==> src/rtl/sync_debounce_edge_pkg.sv <==
// Shared defaults for the debounced input stages so neighbouring blocks agree
// on window length, event-counter width and debounce-counter sizing.
package sync_debounce_edge_pkg;

    localparam int DEB_CYC_DEF = 4;
    localparam int CNT_W_DEF   = 8;

    // The debounce counter only ever holds 0..DEB_CYC-1, but one spare bit of
    // headroom keeps 2**DBW >= DEB_CYC for every legal window length.
    function automatic int dbw_for(input int deb_cyc);
        return (deb_cyc <= 1) ? 1 : $clog2(deb_cyc + 1);
    endfunction

    localparam int DBW_DEF = dbw_for(DEB_CYC_DEF);

endpackage

==> src/rtl/sync_2ff.sv <==
// Two-flop synchroniser for asynchronous inputs; only q may be used downstream.
module sync_2ff #(
    parameter int W = 1
) (
    input  logic         clk,
    input  logic         rst,
    input  logic [W-1:0] d,
    output logic [W-1:0] q
);

    logic [W-1:0] s1_reg;
    logic [W-1:0] s2_reg;

    for (genvar gi = 0; gi < W; gi++) begin : g_bit
        // Each bit gets its own independent metastability-settling pair.
        always_ff @(posedge clk or posedge rst) begin
            if (rst) begin
                s1_reg[gi] <= 1'b0;
                s2_reg[gi] <= 1'b0;
            end else begin
                s1_reg[gi] <= d[gi];
                s2_reg[gi] <= s1_reg[gi];
            end
        end
    end

    assign q = s2_reg;

endmodule

==> src/rtl/sync_debounce_edge.sv <==
// Synchronise a raw async level, debounce it with a stability window, and
// produce registered rise/fall strobes plus a wrap-around rising-edge count.
import sync_debounce_edge_pkg::*;

module sync_debounce_edge #(
    parameter int DEB_CYC = DEB_CYC_DEF,
    parameter int CNT_W   = CNT_W_DEF,
    parameter int DBW     = dbw_for(DEB_CYC)
) (
    input  logic             clk,
    input  logic             rst,
    input  logic             a,
    input  logic             clr,
    output logic             y,
    output logic             rise,
    output logic             fall,
    output logic [CNT_W-1:0] rise_cnt
);

    // Reject illegal builds at elaboration rather than silently misbehaving.
    if (DEB_CYC < 1) begin : g_bad_deb_cyc
        $fatal(1, "sync_debounce_edge: DEB_CYC must be >= 1");
    end
    if ((2 ** DBW) < DEB_CYC) begin : g_bad_dbw
        $fatal(1, "sync_debounce_edge: DBW too narrow for DEB_CYC");
    end

    localparam logic [DBW-1:0] CNT_LAST = DBW'(DEB_CYC - 1);

    logic             s2;
    logic [DBW-1:0]   count_reg, count_next;
    logic             y_reg, y_next;
    logic             rise_reg, rise_next;
    logic             fall_reg, fall_next;
    logic [CNT_W-1:0] rise_cnt_reg, rise_cnt_next;

    sync_2ff #(
        .W (1)
    ) u_sync (
        .clk (clk),
        .rst (rst),
        .d   (a),
        .q   (s2)
    );

    // Debounce window, strobe generation and event counter next-state.
    always_comb begin
        count_next    = count_reg;
        y_next        = y_reg;
        rise_next     = 1'b0;
        fall_next     = 1'b0;
        rise_cnt_next = rise_cnt_reg;

        if (s2 == y_reg) begin
            // Any return to the current level restarts the window.
            count_next = '0;
        end else if (count_reg == CNT_LAST) begin
            y_next     = s2;
            count_next = '0;
        end else begin
            count_next = count_reg + 1'b1;
        end

        rise_next = y_next & ~y_reg;
        fall_next = ~y_next & y_reg;

        // Clear dominates a simultaneous rising edge; the strobe still fires.
        if (clr) begin
            rise_cnt_next = '0;
        end else if (rise_next) begin
            rise_cnt_next = rise_cnt_reg + 1'b1;
        end
    end

    // State register; reset discards any partially accumulated window.
    always_ff @(posedge clk or posedge rst) begin
        if (rst) begin
            count_reg    <= '0;
            y_reg        <= 1'b0;
            rise_reg     <= 1'b0;
            fall_reg     <= 1'b0;
            rise_cnt_reg <= '0;
        end else begin
            count_reg    <= count_next;
            y_reg        <= y_next;
            rise_reg     <= rise_next;
            fall_reg     <= fall_next;
            rise_cnt_reg <= rise_cnt_next;
        end
    end

    assign y        = y_reg;
    assign rise     = rise_reg;
    assign fall     = fall_reg;
    assign rise_cnt = rise_cnt_reg;

endmodule

==> config.mk <==
export PLATFORM = sky130hd
export DESIGN_NAME = sync_debounce_edge
export DESIGN_NICKNAME = d
export VERILOG_FILES = /design/src/rtl/sync_debounce_edge_pkg.sv /design/src/rtl/sync_2ff.sv /design/src/rtl/sync_debounce_edge.sv
export SDC_FILE = /design/constraint.sdc
export NUM_CORES = 1
export LEC_CHECK = 0
export ABC_CLOCK_PERIOD_IN_PS = 1600
export CORE_UTILIZATION = 31
export CTS_CLUSTER_SIZE = 20
export DETAILED_ROUTE_END_ITERATION = 6
export SLEW_MARGIN = 20
export SYNTH_ARGS = -nofsm -noshare
export SYNTH_HDL_FRONTEND = slang
export SYNTH_HIERARCHICAL = 1
export SYNTH_SLANG_ARGS = --single-unit
==> constraint.sdc <==
create_clock -name clk -period 1.6 [get_ports clk]
set_clock_uncertainty 0.1 [all_clocks]
set_input_delay 0.24 -clock clk [delete_from_list [all_inputs] [get_ports clk]]
set_output_delay 0.24 -clock clk [all_outputs]
set_load 0.005 [all_outputs]
==> After elaboration in Yosys (flattened, before gate mapping) <==
Index checks and enable logic that the tools add are counted.
{ "classes": {"addsub": 2, "n_eq_ne": 2, "mux": 6, "bitwise": 4, "reduce_logical": 1} }
{ "ops": {"columns": ["op", "count"], "rows": [
  ["two-way mux 8 bit", 2],
  ["adder 8 x 1 -> 8 bit, second input constant", 1],
  ["two-way mux 3 bit", 2],
  ["adder 3 x 1 -> 3 bit, second input constant", 1],
  ["equality test 3 x 2 -> 1 bit, second input constant", 1],
  ["bitwise AND 1 bit", 2],
  ["two-way mux 1 bit", 2],
  ["inverter 1 bit", 2],
  ["nonzero test 2 bit", 1],
  ["equality test 1 bit", 1]
]} }
{ "totals": {"ff_bits": 16, "in_bits": 4, "out_inout_bits": 11, "word_cells": 22} }

==> Longest topological paths before layout <==
Gate-level depths: netlist of run 1.
{ "logic_depth": {"ltp_word": 6, "mapped_depth": 6, "ltp_nobuf": 5} }

==> By module <==
Netlist of run 1, hierarchy kept.
{ "by_module_without_submodules": {"columns": ["mod", "instances", "cells_each", "area_each_um2", "seq_area_each_um2"], "rows": [
  ["sync_debounce_edge", 1, 57, 650.6, 350.3],
  ["sync_2ff", 1, 3, 53.8, 50.0]
]} }

==> Worst setup path after synthesis of run 1 <==
Ideal clock, no wire load.
{ "synth_path": {"path_type": "register -> register", "start": "reg count_reg[0]", "end": "reg rise_cnt_reg[7] (netlist: rise_cnt[7])", "setup_time_ps": 78, "arrival_ps": 1427, "required_ps": 1422, "slack_ps": -5, "path_stages_with_launch": 6, "n_path_buf": 1, "period_less_slack_ps": 1605, "path_cell_list": "dfrtp_1 ha_1 nand4bb_4 buf_6 or4_1 a21oi_1"} }
{ "synth_via": {"elab_chain_cells": 5} }
{ "synth_rtl": {"columns": ["item", "line", "text"], "rows": [
  ["start: declaration", "sync_debounce_edge.sv:31", "logic [DBW-1:0] count_reg, count_next;"],
  ["start signal: assignment", "sync_debounce_edge.sv:84", "count_reg <= count_next;"],
  ["equality test 3 x 2 -> 1 bit", "sync_debounce_edge.sv:57", "end else if (count_reg == CNT_LAST) begin"],
  ["two-way mux 1 bit", "sync_debounce_edge.sv:57", null],
  ["two-way mux 1 bit", "sync_debounce_edge.sv:54", "if (s2 == y_reg) begin"],
  ["bitwise AND 1 bit", "sync_debounce_edge.sv:64", "rise_next = y_next & ~y_reg;"],
  ["nonzero test 2 bit (no source line)", null, null],
  ["end signal: assignment", "sync_debounce_edge.sv:88", "rise_cnt_reg <= rise_cnt_next;"],
  ["end: declaration", "sync_debounce_edge.sv:35", "logic [CNT_W-1:0] rise_cnt_reg, rise_cnt_next;"]
]} }
No other way between the ends.
A chain may end at the register's enable or synchronous reset.

==> Final worst setup path of run 1 <==
{ "layout_path": {"start": "reg rise_cnt_reg[4] (netlist: rise_cnt[4])", "end": "out rise_cnt[4]"} }
{ "layout_lines": {"columns": ["item", "line", "text"], "rows": [
  ["end: declaration", "sync_debounce_edge.sv:17", "output logic [CNT_W-1:0] rise_cnt"]
]} }
No word-level cell between the ends.

==> flow_summary.json, run 1 <==
{
  "outcome": "completed",
  "peakVddDrop_uv": 656,
  "clock_path_buffers": 2,
  "die_area_um2": 2470,
  "hpwl_um": 980,
  "syn2layout_area_growth_pct": 51.9,
  "worstMarginPinSlew_ns": 0.543,
  "arrival_ns": 1.20,
  "initial_core_util_pct": 34.5,
  "synth_warnings": 6,
  "fin_crit_ns": 1.54,
  "cp_max_fo": 4,
  "intPower_uw": 758,
  "ioPinCount": 15,
  "post-place-ws_ns": 0.00823,
  "layout-drive-gt1-share_pct": 30.3,
  "routedWlPerCell_um": 12.5,
  "core_um2": 2040,
  "pwr-share-clk_pct": 26.0,
  "synthSimpleGateAreaFrac_pct": 19.9,
  "path_clk_slew_ns": 0.10,
  "syn-cell-area_um2": 704,
  "yosys.cell_types.count": 20,
  "critPathBufInv": 1,
  "hp-class": "in -> async",
  "postRouteAntennaNets": 0,
  "first_pass_iters": 3,
  "final_nets": 96,
  "p_leak_uw": 0.000462,
  "cp_slowest_cell": "clkdlybuf4s50_1",
  "seqCellArea_um2": 400,
  "grt_max_degree": 15,
  "seq_power_share_pct": 47.2,
  "crit_type": "reg -> out",
  "max_slew_margin_pct": 63.8,
  "multi_input_area_um2": 352,
  "die_x_um": 49.7,
  "whs_ns": 0.0392,
  "die_h_um": 49.7,
  "synth_compound_area_share_pct": 11.4,
  "cp-start-kind": "flip-flop",
  "rsz0062_at_grt": "no",
  "insertion_delay_ns": 0.28,
  "hold_viol": 0,
  "worstPathRequired_ns": 1.26,
  "dr.first_iter.drc_count": 2,
  "syn-num-nets": 66,
  "syn_inst": 60,
  "num_antenna_cells": 0,
  "post-route-util_pct": 52.4,
  "ys_ff_latch": 16,
  "grt-ovfl-total": 0,
  "grt_pass1_wl_um": 2420,
  "end_kind": "output pin",
  "n_fill_cell": 203,
  "cts_sinks": 16,
  "swShare_pct": 25.5,
  "portBuffers": 14,
  "fmax_mhz": 647,
  "path_cells": "clkdlybuf4s50_1",
  "synth_top_family_by_area": "simple AND/OR/NAND/NOR gates",
  "max_cap_violations": 0,
  "setup_tns_ns": 0,
  "switchingPower_uw": 259,
  "finalMaxSlewViolations": 0,
  "p_comb_share_pct": 26.8,
  "via_count": 574,
  "remaining_drc_errors": 0,
  "setup_viol_count_final": 0,
  "htreeDepth": 1,
  "antenna_found_initial": 0,
  "largest_register_ffs": 8,
  "synth_xor_area_share_pct": 2.49,
  "cts-root-buf": "clkbuf_4",
  "setup_slack_ns": 0.0554,
  "synth_fa_ha_area_share_pct": 3.55,
  "wl_um": 1450,
  "critPathTopFamily": "buffers and inverters",
  "period_share_pct": 96.5,
  "cts_buffers": 3,
  "cts_tree": "built",
  "yosysSeqAreaShare_pct": 56.8,
  "slowest_delay_ns": 0.52,
  "syn_area_per_cell_um2": 11.7,
  "p_per_area_nw_per_um2": 951,
  "synth.area.mux_share_pct": 1.60,
  "core.rowCount": 16,
  "vias_per_cell": 4.95,
  "first_global_vias": 523,
  "gp_congestion": 0.794,
  "globalRouteTotalUtil_pct": 12.9
}
power by group through the flow:
stage          clock network [uW]  registers [uW]  logic, uW
2_1_floorplan                   0             482        107
5_1_grt                       293             487        305
4_1_cts                       276             481        257
6_report                      264             480        272
3_3_place_gp                    0             472        202
3_5_place_dp                    0             475        204
worst paths after layout:
check                              start       endpoint  slack (ns)  cells past startpoint
max                          rise_cnt[4]    rise_cnt[4]        0.06                      1
min                                  rst  u_sync/s1_reg        0.04                      2
max reg2reg                 count_reg[0]    rise_cnt[7]        0.06                      4
min reg2reg                u_sync/s1_reg       u_sync/q        0.26                      0
max in group asynchronous            rst    rise_cnt[6]        0.81                      2
min in group clk           u_sync/s1_reg       u_sync/q        0.26                      0
area by class of cell:
cell class,instances,area share (%)
clock buffers,4,3.39
inverters,4,1.40
well taps,27,3.16
repair buffers,26,21.8
flip-flops and latches,16,37.4
multi-input cells,39,32.9
per-stage QoR:
| stage | total power [uW] | cell area [um^2] | cells |
|---|---|---|---|
| 6_report | 1020 | 1070 | 116 |
| 5_1_grt | 1080 | 1070 | 116 |
| 4_1_cts | 1010 | 996 | 113 |
| 3_5_place_dp | 679 | 903 | 104 |
| 3_3_place_gp | 674 | 903 | 104 |
| 2_1_floorplan | 589 | 707 | 60 |
cell usage after synthesis:
cell type   n  area share [%]
a21oi_1     7             5.0
nand2_1     5             2.7
o31ai_1     5             5.3
inv_1       4             2.1
and3b_2     1             1.4
nor3b_1     2             2.1
nand3_1     2             1.4
or4_1       5             5.3
ha_1        2             3.6
xnor2_1     2             2.5
buf_6       1             1.6
nor2_1      1            0.53
nand4_1     1            0.89
nand4bb_4   1             3.9
dfrtp_1    16              57
a21o_1      1             1.1
nor3_1      1            0.71
buf_1       1            0.53
nor2b_1     1            0.89
mux2_2      1             1.6
per-layer routing:
layer	routed length, um	track usage (%)
met1	688	17.4
met2	713	19.6
met3	34	2.16
met4	13	6.67
met5	0	0
kinds of logic after synthesis:
family | after synthesis
multiplexers | 1
AND/OR/NAND/NOR | 20
AO/OA/AOI/OAI | 13
flip-flops | 16
buffers and inverters | 6
XOR/XNOR | 2
adder cells (fa/ha/maj) | 2
cell usage in the layout, fill, tap and decap left out, types with 3 or more instances in the layout:
master | netlist | layout
clkbuf_4 | 0 | 3
or4_1 | 5 | 4
buf_4 | 0 | 11
dlygate4sd2_1 | 0 | 3
nand2_1 | 5 | 5
clkdlybuf4s50_1 | 0 | 10
dfrtp_1 | 16 | 16
inv_1 | 4 | 3
a21oi_1 | 7 | 5
o31ai_1 | 5 | 4
what timing repair did:
item	4_1_cts	5_1_grt
gates resized for setup	5	10
pin swaps	0	4
setup endpoints to repair	6	10
gates cloned	1	0
buffers inserted	4	3
hold buffers	0	0
Note: power is estimated with default switching activity, not from simulation.
==> inputs of run 2 (changes only) <==
--- a/config.mk
+++ b/config.mk
@@ -6,10 +6,13 @@
 export NUM_CORES = 1
 export LEC_CHECK = 0
 export ABC_CLOCK_PERIOD_IN_PS = 1600
+export CELL_PAD_IN_SITES_DETAIL_PLACEMENT = 0
+export CELL_PAD_IN_SITES_GLOBAL_PLACEMENT = 1
 export CORE_UTILIZATION = 31
 export CTS_CLUSTER_SIZE = 20
 export DETAILED_ROUTE_END_ITERATION = 6
-export SLEW_MARGIN = 20
+export GPL_ROUTABILITY_DRIVEN = 0
+export PLACE_DENSITY_LB_ADDON = 0.1
 export SYNTH_ARGS = -nofsm -noshare
 export SYNTH_HDL_FRONTEND = slang
 export SYNTH_HIERARCHICAL = 1
==> flow_summary.json, run 2 (same netlist as run 1, synthesis figures left out) <==
{
  "fmax_mhz": 645,
  "postRouteAntennaNets": 0,
  "clock_path_buffers": 2,
  "die_area_um2": 2470,
  "grt_max_degree": 15,
  "cp_max_fo": 5,
  "p_leak_uw": 0.000484,
  "syn2layout_area_growth_pct": 48.1,
  "outcome": "completed",
  "path_clk_slew_ns": 0.10,
  "dr.first_iter.drc_count": 13,
  "hpwl_um": 1010,
  "initial_core_util_pct": 34.5,
  "remaining_drc_errors": 0,
  "layout_commonest_cell": "dfrtp_1",
  "core_um2": 2040,
  "first_global_vias": 576,
  "finalMaxSlewViolations": 0,
  "peakVddDrop_uv": 634,
  "n_fill_cell": 208,
  "max_cap_violations": 0,
  "num_antenna_cells": 0,
  "rr_endpoint": "rise_cnt[5]",
  "instances_no_fill": 117,
  "cts_buffers": 3,
  "multi_input_area_um2": 319,
  "cts_sinks": 16,
  "core.rowCount": 16,
  "cts-root-buf": "clkbuf_4",
  "cp-start-kind": "flip-flop",
  "ff2ff_setup_slack_ns": 0.05,
  "ioPinCount": 15,
  "reg2reg_depth": 4,
  "die_x_um": 49.7,
  "arrival_ns": 1.66,
  "routedWlPerCell_um": 13.4,
  "max_slew_margin_pct": 77.7,
  "period_share_pct": 96.8,
  "layout-drive-gt1-share_pct": 26.7,
  "hold_viol": 0,
  "worstPathRequired_ns": 1.71,
  "p_per_area_nw_per_um2": 957,
  "first_pass_iters": 6,
  "globalRouteTotalUtil_pct": 14.9,
  "grt_pass1_wl_um": 2740,
  "insertion_delay_ns": 0.28,
  "end_kind": "flip-flop",
  "reg2reg_from": "count_reg[0]",
  "largest_register_ffs": 8,
  "antenna_found_initial": 0,
  "htreeDepth": 1,
  "layout.cells.most_common_list": "dfrtp_1, buf_4, clkdlybuf4s50_1, a21oi_1",
  "wl_um": 1560,
  "setup_slack_ns": 0.0506,
  "via_count": 586,
  "die_h_um": 49.7,
  "dp_cells": 106,
  "rsz0062_at_grt": "yes",
  "vias_per_cell": 5.01,
  "fin_crit_ns": 1.55,
  "worstMarginPinSlew_ns": 0.334,
  "post-place-ws_ns": -0.00725,
  "final_nets": 97,
  "grt-ovfl-total": 0,
  "hp-class": "in -> async",
  "cts_tree": "built",
  "portBuffers": 14,
  "setup_viol_count_final": 0,
  "crit_type": "reg -> reg",
  "seqCellArea_um2": 400
}
[run 2: critical path, stage by stage (launching register included)]
cell and delay (ns):
dfrtp_1 0.40, ha_4 0.18, nand4bb_4 0.14, or4_1 0.53, a21oi_1 0.13
[run 2: how the worst max path moves through the flow]
stage,startpoint,endpoint,slack (ns),cells past startpoint
after detailed placement,count_reg[0],rise_cnt[6],-0.007,4
after global placement,count_reg[0],rise_cnt[7],0.04,4
after CTS,count_reg[0],rise_cnt[6],0.02,4
after global routing,count_reg[0],rise_cnt[5],-0.006,4
final,count_reg[0],rise_cnt[5],0.05,4
after floorplan,count_reg[0],rise_cnt[7],0.006,5
[run 2: what timing repair did]
| item | CTS | global route |
|---|---|---|
| pin swaps | 0 | 5 |
| setup endpoints to repair | 7 | 10 |
| hold buffers | 0 | 0 |
| gates cloned | 1 | 0 |
| buffers inserted | 2 | 4 |
| resized for setup | 4 | 5 |
[run 2: metal layers]
layer,vias to the layer above,part of all wire [%],GRT usage (%)
li1,284,-,-
met1,281,46,20.7
met2,19,47,22.1
met3,2,5.8,4.01
met4,0,0.58,5.24
met5,-,0,0
[run 2: layout make-up]
type                    instances  share of cell area [%]
clock buffers                   4                    3.48
inverters                       4                    1.44
multi-input cells              39                    30.6
flip-flops and latches         16                    38.4
well taps                      27                    3.24
repair buffers                 27                    22.9
[run 2: stage by stage]
| stage | instance area, um^2 | util, % | total power [uW] | TNS [ns] | hold slack (ns) |
|---|---|---|---|---|---|
| floorplan | 707 | - | 589 | 0 | -0.119 |
| global placement | 918 | 45.0 | 690 | 0 | 0.234 |
| detailed placement | 918 | 45.0 | 699 | -0.0143 | 0.251 |
| CTS | 992 | 48.6 | 993 | 0 | 0.0158 |
| global route | 1040 | 51.1 | 1060 | -0.00592 | 0.0192 |
| finish | 1040 | 51.1 | 999 | 0 | 0.0209 |
[run 2: report_power, final]
part           internal (uW)  switching, uW
Clock                    138            130
Combinational            152           98.4
Sequential               445           34.6
Total                    736            263
==> inputs of run 3 (changes only) <==
--- a/config.mk
+++ b/config.mk
@@ -5,7 +5,7 @@
 export SDC_FILE = /design/constraint.sdc
 export NUM_CORES = 1
 export LEC_CHECK = 0
-export ABC_CLOCK_PERIOD_IN_PS = 1600
+export ABC_CLOCK_PERIOD_IN_PS = 1300
 export CELL_PAD_IN_SITES_DETAIL_PLACEMENT = 0
 export CELL_PAD_IN_SITES_GLOBAL_PLACEMENT = 1
 export CORE_UTILIZATION = 31
@@ -13,6 +13,7 @@
 export DETAILED_ROUTE_END_ITERATION = 6
 export GPL_ROUTABILITY_DRIVEN = 0
 export PLACE_DENSITY_LB_ADDON = 0.1
+export SETUP_SLACK_MARGIN = 0.15
 export SYNTH_ARGS = -nofsm -noshare
 export SYNTH_HDL_FRONTEND = slang
 export SYNTH_HIERARCHICAL = 1
==> constraint.sdc (replaced) <==
create_clock -name clk -period 1.3 [get_ports clk]
set_clock_uncertainty 0.1 [all_clocks]
set_input_delay 0.195 -clock clk [delete_from_list [all_inputs] [get_ports clk]]
set_output_delay 0.195 -clock clk [all_outputs]
set_load 0.005 [all_outputs]
==> flow_summary.json, run 3 (same netlist as run 1, synthesis figures left out) <==
{
  "outcome": "finished, violations left",
  "violations": "setup timing",
  "via_count": 668,
  "total_power_uw": 1350,
  "cts_sinks": 16,
  "p_per_area_nw_per_um2": 1030,
  "die_x_um": 49.7,
  "setup_tns_ns": -2.03,
  "layout_commonest_cell": "buf_4",
  "die_h_um": 49.7,
  "whs_ns": 0.248,
  "wl_um": 1720,
  "path_clk_slew_ns": 0.09,
  "remaining_drc_errors": 0,
  "end_kind": "flip-flop",
  "insertion_delay_ns": 0.28,
  "hpwl_um": 1080,
  "first_pass_iters": 4,
  "num_antenna_cells": 0,
  "crit_type": "reg -> reg",
  "hp-class": "in -> reg",
  "routedWlPerCell_um": 12.1,
  "cp_max_fo": 3,
  "htreeDepth": 1,
  "fin_crit_ns": 1.49,
  "grt-ovfl-total": 0,
  "die_area_um2": 2470,
  "max_slew_margin_pct": 79.0,
  "max_cap_violations": 0,
  "layout-drive-gt1-share_pct": 63.5,
  "setup_viol_count_final": 15,
  "ioPinCount": 15,
  "globalRouteTotalUtil_pct": 16.8,
  "n_fill_cell": 169,
  "initial_core_util_pct": 34.5,
  "worstMarginPinSlew_ns": 0.314,
  "arrival_ns": 1.60,
  "period_share_pct": 115,
  "fmax_mhz": 669,
  "final_nets": 123,
  "cts-root-buf": "clkbuf_4",
  "syn2layout_area_growth_pct": 86.3,
  "vias_per_cell": 4.70,
  "core_um2": 2040,
  "ff2ff_setup_slack_ns": -0.19,
  "rsz0062_at_grt": "yes",
  "core.rowCount": 16,
  "cts_tree": "built",
  "multi_input_area_um2": 390,
  "postRouteAntennaNets": 0,
  "layout.cells.most_common_list": "buf_4, dfrtp_1, buf_6, buf_2, a21oi_1",
  "seqCellArea_um2": 400,
  "clock_path_buffers": 2,
  "finalMaxSlewViolations": 0,
  "first_global_vias": 691,
  "largest_register_ffs": 8,
  "cts_buffers": 3,
  "peakVddDrop_uv": 900,
  "grt_max_degree": 15,
  "setup_slack_ns": -0.194,
  "antenna_found_initial": 0,
  "dr.first_iter.drc_count": 9,
  "post-place-ws_ns": -0.252,
  "cp-start-kind": "flip-flop",
  "portBuffers": 14,
  "grt_pass1_wl_um": 3080,
  "p_leak_uw": 0.000612,
  "worstPathRequired_ns": 1.41,
  "hold_viol": 0
}
==> run 3: report_power, final <==
| part | switching (uW) | internal (uW) | total, uW |
|---|---|---|---|
| logic | 176 | 333 | 509 |
| clock network | 147 | 107 | 255 |
| registers | 39.1 | 548 | 587 |
| total | 362 | 988 | 1350 |
==> run 3: through the flow <==
step                util [%]  cells  cell area (um^2)
floorplan                  -     60               719
global placement        50.0    118              1020
detailed placement      50.0    118              1020
CTS                     60.5    136              1240
global route            64.3    142              1310
finish                  64.3    142              1310
==> run 3: cell type report <==
| cell class | count | area share, % |
|---|---|---|
| Multi-Input combinational cell | 38 | 29.7 |
| Tap cell | 27 | 2.57 |
| Sequential cell | 16 | 30.5 |
| Clock buffer | 3 | 1.72 |
| Timing Repair Buffer | 54 | 33.9 |
| Inverter | 4 | 1.53 |
==> run 3: worst max-delay path, cell delays in order (launching register included) <==
cell     delay [ns]
dfrtp_1        0.37
buf_6          0.12
ha_4           0.14
nand2_2        0.05
or4_1          0.49
a21oi_1        0.15
==> run 3: timing repair <==
action	CTS	global route
buffers inserted	14	6
hold buffers	1	0
resized for setup	66	11
pin swaps	8	1
hold endpoints to repair	2	0
endpoints found under the setup margin	24	29
==> run 3: worst paths after layout <==
kind | startpoint | to | cells past startpoint
max in group asynchronous | rst | rise_cnt[3] | 4
worst min-delay path | a | u_sync/s1_reg | 1
worst max register to register | rise_cnt[0] | rise_cnt[6] | 5
worst max-delay path | rise_cnt[0] | rise_cnt[6] | 5
min in group asynchronous | rst | u_sync/s1_reg | 3
worst min register to register | u_sync/s1_reg | u_sync/q | 0
==> run 3: per-layer routing <==
metal  part of all wire (%)  vias up  wire length [um]  track usage, %
li1                       -      326                 -               -
met1                     45      326               772            21.8
met2                     50       14               860            26.1
met3                    4.0        2                68            4.32
met4                   0.82        0                14            7.14
met5                      0        -                 0               0
